File: config.mk
export PLATFORM = sky130hd
export DESIGN_NAME = fir_tap_sequencer
export DESIGN_NICKNAME = d
export VERILOG_FILES = /design/src/rtl/fir_pkg.sv /design/src/rtl/fir_ring_ptr.sv /design/src/rtl/fir_tap_sequencer.sv
export SDC_FILE = /design/constraint.sdc
export NUM_CORES = 1
export LEC_CHECK = 0
export CAP_MARGIN = 30
export CORE_MARGIN = 3
export CORE_UTILIZATION = 43
export CTS_CLUSTER_DIAMETER = 200
export DETAILED_ROUTE_END_ITERATION = 16
export GPL_ROUTABILITY_DRIVEN = 0
export PLACE_DENSITY = 0.77
export SETUP_SLACK_MARGIN = 0.5
export SLEW_MARGIN = 20
export SYNTH_ARGS = -nofsm -noshare
export SYNTH_HDL_FRONTEND = slang
export SYNTH_SLANG_ARGS = --single-unit
File: constraint.sdc
create_clock -name clk -period 2.7 [get_ports clk]
set_clock_uncertainty 0.1 [all_clocks]
set_input_delay 0.81 -clock clk [delete_from_list [all_inputs] [get_ports clk]]
set_output_delay 0.81 -clock clk [all_outputs]
set_load 0.05 [all_outputs]
File: src/rtl/fir_pkg.sv
// Shared types and defaults for the FIR tap sequencer: state encoding, default
// sizes and the wrap-around subtraction used for circular-buffer addressing.
package fir_pkg;

  localparam int WL_DEFAULT      = 14;
  localparam int MAC_WL_DEFAULT  = 20;
  localparam int TAP_NUM_DEFAULT = 37;
  localparam int ADDR_W_DEFAULT  = 6;

  typedef enum logic [2:0] {
    INIT  = 3'd0,
    IDLE  = 3'd1,
    ISSUE = 3'd2,
    WAIT  = 3'd3,
    DONE  = 3'd4
  } state_t;

  // (a - b) mod n for a, b already in 0..n-1; never relies on a binary wrap.
  function automatic int unsigned mod_dec(input int unsigned a,
                                          input int unsigned b,
                                          input int unsigned n);
    if (a >= b) return a - b;
    else        return a + n - b;
  endfunction

endpackage

File: src/rtl/fir_ring_ptr.sv
// Mod-TAP_NUM write pointer for the circular sample buffer. Also remembers the
// slot of the newest sample and produces the tap read address newest - offset.
module fir_ring_ptr
  import fir_pkg::*;
#(
  parameter int TAP_NUM = TAP_NUM_DEFAULT,
  parameter int ADDR_W  = ADDR_W_DEFAULT
) (
  input  logic              clk,
  input  logic              rst,
  input  logic              clr,
  input  logic              inc,
  input  logic [ADDR_W-1:0] offset,
  output logic [ADDR_W-1:0] value,
  output logic [ADDR_W-1:0] back
);

  logic [ADDR_W-1:0] ptr;
  logic [ADDR_W-1:0] newest;

  always_ff @(posedge clk) begin
    if (rst || clr) begin
      ptr    <= '0;
      newest <= '0;
    end else if (inc) begin
      newest <= ptr;
      ptr    <= (ptr == ADDR_W'(TAP_NUM - 1)) ? '0 : ptr + 1'b1;
    end
  end

  assign value = ptr;
  assign back  = ADDR_W'(mod_dec(32'(newest), 32'(offset), TAP_NUM));

endmodule

File: src/rtl/fir_tap_sequencer.sv
// Time-multiplexes one shared multi-cycle MAC across all FIR taps: flushes the
// sample buffer, accepts samples, issues one MAC per tap and publishes results.
module fir_tap_sequencer
  import fir_pkg::*;
#(
  parameter int WL      = WL_DEFAULT,
  parameter int MAC_WL  = MAC_WL_DEFAULT,
  parameter int TAP_NUM = TAP_NUM_DEFAULT,
  parameter int ADDR_W  = ADDR_W_DEFAULT
) (
  input  logic                     clk,
  input  logic                     rst,
  input  logic                     in_valid,
  output logic                     r_ready,
  output logic                     buf_we,
  output logic                     buf_wzero,
  output logic [ADDR_W-1:0]        buf_waddr,
  output logic [ADDR_W-1:0]        buf_raddr,
  output logic [ADDR_W-1:0]        coef_addr,
  output logic                     mac_start,
  output logic                     mac_clr,
  input  logic                     mac_done,
  input  logic signed [MAC_WL-1:0] acc_in,
  output logic signed [MAC_WL-1:0] data_out,
  output logic                     w_valid,
  output logic                     busy
);

  if ((2 ** ADDR_W) < TAP_NUM || WL < 1) begin : g_bad_params
    $error("fir_tap_sequencer: ADDR_W too small for TAP_NUM or WL invalid");
  end

  // Handshake: a sample transfers on a rising clk edge where in_valid and
  // r_ready are both high; the source holds the sample until that edge.
  state_t            state;
  logic [ADDR_W-1:0] k;
  logic [ADDR_W-1:0] wr_ptr;
  logic [ADDR_W-1:0] rd_addr;
  logic              accept;
  logic              last_tap;

  assign accept   = (state == IDLE) && in_valid;
  assign last_tap = (k == ADDR_W'(TAP_NUM - 1));

  fir_ring_ptr #(
    .TAP_NUM (TAP_NUM),
    .ADDR_W  (ADDR_W)
  ) u_ring (
    .clk    (clk),
    .rst    (rst),
    .clr    (state == INIT),
    .inc    (accept),
    .offset (k),
    .value  (wr_ptr),
    .back   (rd_addr)
  );

  always_ff @(posedge clk) begin
    if (rst) begin
      state    <= INIT;
      k        <= '0;
      data_out <= '0;
      w_valid  <= 1'b0;
    end else begin
      w_valid <= 1'b0;
      case (state)
        INIT: begin
          if (last_tap) begin
            k     <= '0;
            state <= IDLE;
          end else begin
            k <= k + 1'b1;
          end
        end
        IDLE: begin
          if (in_valid) begin
            k     <= '0;
            state <= ISSUE;
          end
        end
        ISSUE: state <= WAIT;
        // mac_done only counts here, so early or stray pulses are ignored.
        WAIT: begin
          if (mac_done) begin
            if (last_tap) begin
              state <= DONE;
            end else begin
              k     <= k + 1'b1;
              state <= ISSUE;
            end
          end
        end
        DONE: begin
          data_out <= acc_in;
          w_valid  <= 1'b1;
          state    <= IDLE;
        end
        default: state <= INIT;
      endcase
    end
  end

  assign r_ready   = (state == IDLE);
  assign busy      = (state != IDLE);
  assign buf_we    = (state == INIT) || accept;
  assign buf_wzero = (state == INIT);
  assign buf_waddr = (state == INIT) ? k : wr_ptr;
  assign buf_raddr = rd_addr;
  assign coef_addr = k;
  assign mac_start = (state == ISSUE);
  assign mac_clr   = (state == ISSUE) && (k == '0);

endmodule

==> metrics.md <==
| Metric | Value |
|---|---|
| Kind of start point of the critical path | register |
| Post-Syn Area | 2391 um^2 |
| Clock-pin transition on the worst setup and hold timing paths | 0.08 ns |
| Global router's overall resource usage | 23.57% |
| Endpoints failing setup | 6 |
| Worst skew pair latency | 0.30 ns |
| Initial antenna violation count | 0 |
| Number of global-route vias before repair | 2545 |
| Rel. slew slack | 52.86% |
| Wire length of the first global-routing pass | 11980 um |
| Initial Util | 45.65% |
| Proportion of layout cells with a drive suffix above 1 | 38.29% |
| Proportion of register bits with asynchronous set or reset after synthesis | 0% |
| Number of core rows | 26 |
| Number of nets still failing antenna checks after routing | 0 |
| Syn avg cell area | 8.245 um^2 |
| Crit path cell chain | inv_2 -> ha_4 -> inv_2 -> fa_2 -> a21o_1 -> a21oi_2 -> a31oi_4 -> mux2_4 -> buf_12 |
| TritonCTS clock tree | built |
| DRC Markers | 0 |
| Number of register bits inferred by synthesis | 42 |
| ANT cells | 0 |
| Hold crit path type | reg2reg |
| Count of input and output buffers | 68 |
| Highest cell delay on the worst timing path | 0.36 ns |
| Post-route total power | 1.679 mW |
| Post-DR wirelength/cell | 16.21 um |
| Layout overhead on the synthesized area | 74.73% |
| Total Routed Length | 7780 um |
| Commonest non-fill, non-tap cells in the layout | nand2_1 (63), buf_4 (44), a21oi_1 (31) |
| Commonest non-fill, non-tap cell in the layout | nand2_1 |
| WS Path Type | reg2out |
| Maximum fanout along the worst path | 8 |
| Number of flops mapped to enable cells by yosys | 0 |
| Count of boundary I/O pins | 69 |
| Pin count of the biggest net entering global routing | 22 |
| Die height | 80.57 um |
| Cell count after synthesis | 290 |
| Core region area | 5238 um^2 |
| Achievable clock frequency | 0.3183 GHz |
| Flip-flop cell with the highest count after synthesis | dfxtp_1 |
| Worst slew pin tran | 0.7053 ns |
| Final critical path time including I/O delays and setup | 3.142 ns |
| First drt pass iteration count | 4 |
| Leakage power total | 1.697 nW |
| Sequential element share of the synthesized area | 35.16% |
| Die width | 80.57 um |
| Hold-fix buffer count after cts | 0 |
| Number of library cell types mapped by synthesis | 41 |
| Per-cell via count in the routed design | 5.165 |
| Final count of hold timing violations | 0 |
| Final Cycle Share | 116.4% |
| Fin. max-slew vios | 0 |
| Violated checks | negative setup slack |
| Total number of vias | 2479 |
| Most common cell type on the critical path | inv_2 |
| DRT iter0 DRCs | 132 |
| Half-perimeter wire length of the detailed placement result | 5175 um |
| Level count of the clock H-tree | 2 |
| Max-capacitance violation count | 0 |
| Critical path's slowest cell | mux2_4 |
| Num CTS Buffers | 5 |
| Final worst-path setup slack | -0.4415 ns |
| Synthesis Warnings | 0 |
| Critical Path AT | 2.23 ns |
| Syn nets | 335 |
| Number of buffers between clock root and the deepest sink | 2 |
| Remaining Overflow, GRT | 0 |
| Required time at the endpoint of the critical path | 1.79 ns |
| Endpoint type of the worst setup path | primary output |
| Worst supply voltage drop on vdd | 0.3090 mV |
| TritonCTS sink count | 42 |
| Root buf cell | clkbuf_8 |
| Setup repair after global routing missed its margin | yes |
| Areal power density over the cells | 401.9 nW/um^2 |
| Die Outline Area | 6492 um^2 |
| Worst slack at placement | -0.2159 ns |
| Total number of nets in the final design | 454 |
| Status | finished, violations left |
[path summary, 6_finish.rpt]
kind / to / startpoint / slack, ns / depth (start not counted)
hold reg to reg: data_out[9] / data_out[9] / 0.35 / 2
setup / recovery: buf_raddr[1] / u_ring.newest[0] / -0.44 / 9
setup reg to reg: coef_addr[5] / coef_addr[1] / 0.66 / 11
hold / removal: data_out[9] / data_out[9] / 0.35 / 2
[worst max-delay path: cells and delay by family, from the launching register on]
| kind | cells | cell delay, ns |
|---|---|---|
| fa+ha+maj | 2 | 0.45 |
| buf+inv | 3 | 0.25 |
| flops | 1 | 0.33 |
| mux | 1 | 0.36 |
| compound gates | 3 | 0.56 |
[per-stage QoR]
stage          utilization, %  area, um^2  cells  setup TNS (ns)  hold WS (ns)
6_report                79.77        4178    480          -2.515        0.3539
5_1_grt                 79.77        4178    480          -3.211        0.3759
4_1_cts                 77.93        4081    474          -2.517        0.3553
3_5_place_dp            72.03        3772    451          -1.271        0.3453
3_3_place_gp            72.03        3772    451         -0.7865        0.3406
2_1_floorplan               -        2645    290          -1.779        0.3425
[per-layer routing]
| layer | vias up | wire length (um) | share of wire, % | track usage, % |
|---|---|---|---|---|
| li1 | 1193 | - | - | - |
| met5 | - | 0 | 0 | 0 |
| met2 | 67 | 4418 | 57 | 44.29 |
| met4 | 0 | 134 | 1.7 | 8.277 |
| met1 | 1204 | 2917 | 37 | 26.55 |
| met3 | 15 | 309 | 4.0 | 3.700 |
[flip-flops by register name (all words and copies together) (netlist names)]
signal / count
data_out: 20
coef_addr: 6
u_ring.newest: 6
u_ring.value: 6
state: 3
w_valid: 1
[what timing repair did]
| action | 4_1_cts | 5_1_grt |
|---|---|---|
| gates resized for setup | 87 | 13 |
| buffers inserted | 14 | 6 |
| gates cloned | 1 | 0 |
| pin swaps | 11 | 8 |
| endpoints found under the setup margin | 46 | 19 |
[final cells by class]
type                    count  area (um^2)
clock buffers               5        68.82
fillers                   334         1060
repair buffers            125         1313
inverters                  20        85.08
well taps                  70        87.58
flip-flops and latches     42        875.8
clock inverters             3        21.27
multi-input cells         215         1727
[cell usage after synthesis (all sizes together) (2+ instances only)]
cell type	n	area share [%]
mux2i	3	1.3
o21ai	9	1.9
nand3b	2	0.63
nor3b	2	0.84
inv	20	3.1
ha	17	8.9
buf	7	1.8
xnor2	8	2.9
o21bai	2	0.63
a211oi	2	0.63
nand4	5	1.3
or2	3	0.89
dfxtp	42	35
nor3	4	0.84
fa	4	3.3
a21o	3	0.94
and3	5	1.3
nand3	3	0.84
mux2	6	2.8
nand2	66	10
xor2	10	3.7
nor2	18	2.9
a21oi	33	7.1
clkbuf	6	0.94
[power breakdown]
group	switching, mW	total [mW]	internal (mW)
Clock	0.229	0.411	0.182
Sequential	0.00532	0.624	0.619
Combinational	0.323	0.644	0.321
Total	0.557	1.68	1.12
[cell families after synthesis]
kind of cell,synth area share (%)
and+or+nand+nor,21.82
AOI/OAI and AO/OA,14.18
DFF,35.16
buffers and inverters,5.913
adders and majority gates,12.24
xor gates and xnor gates,6.593
muxes,4.081
No activity file was read; power rests on OpenSTA's default activity.
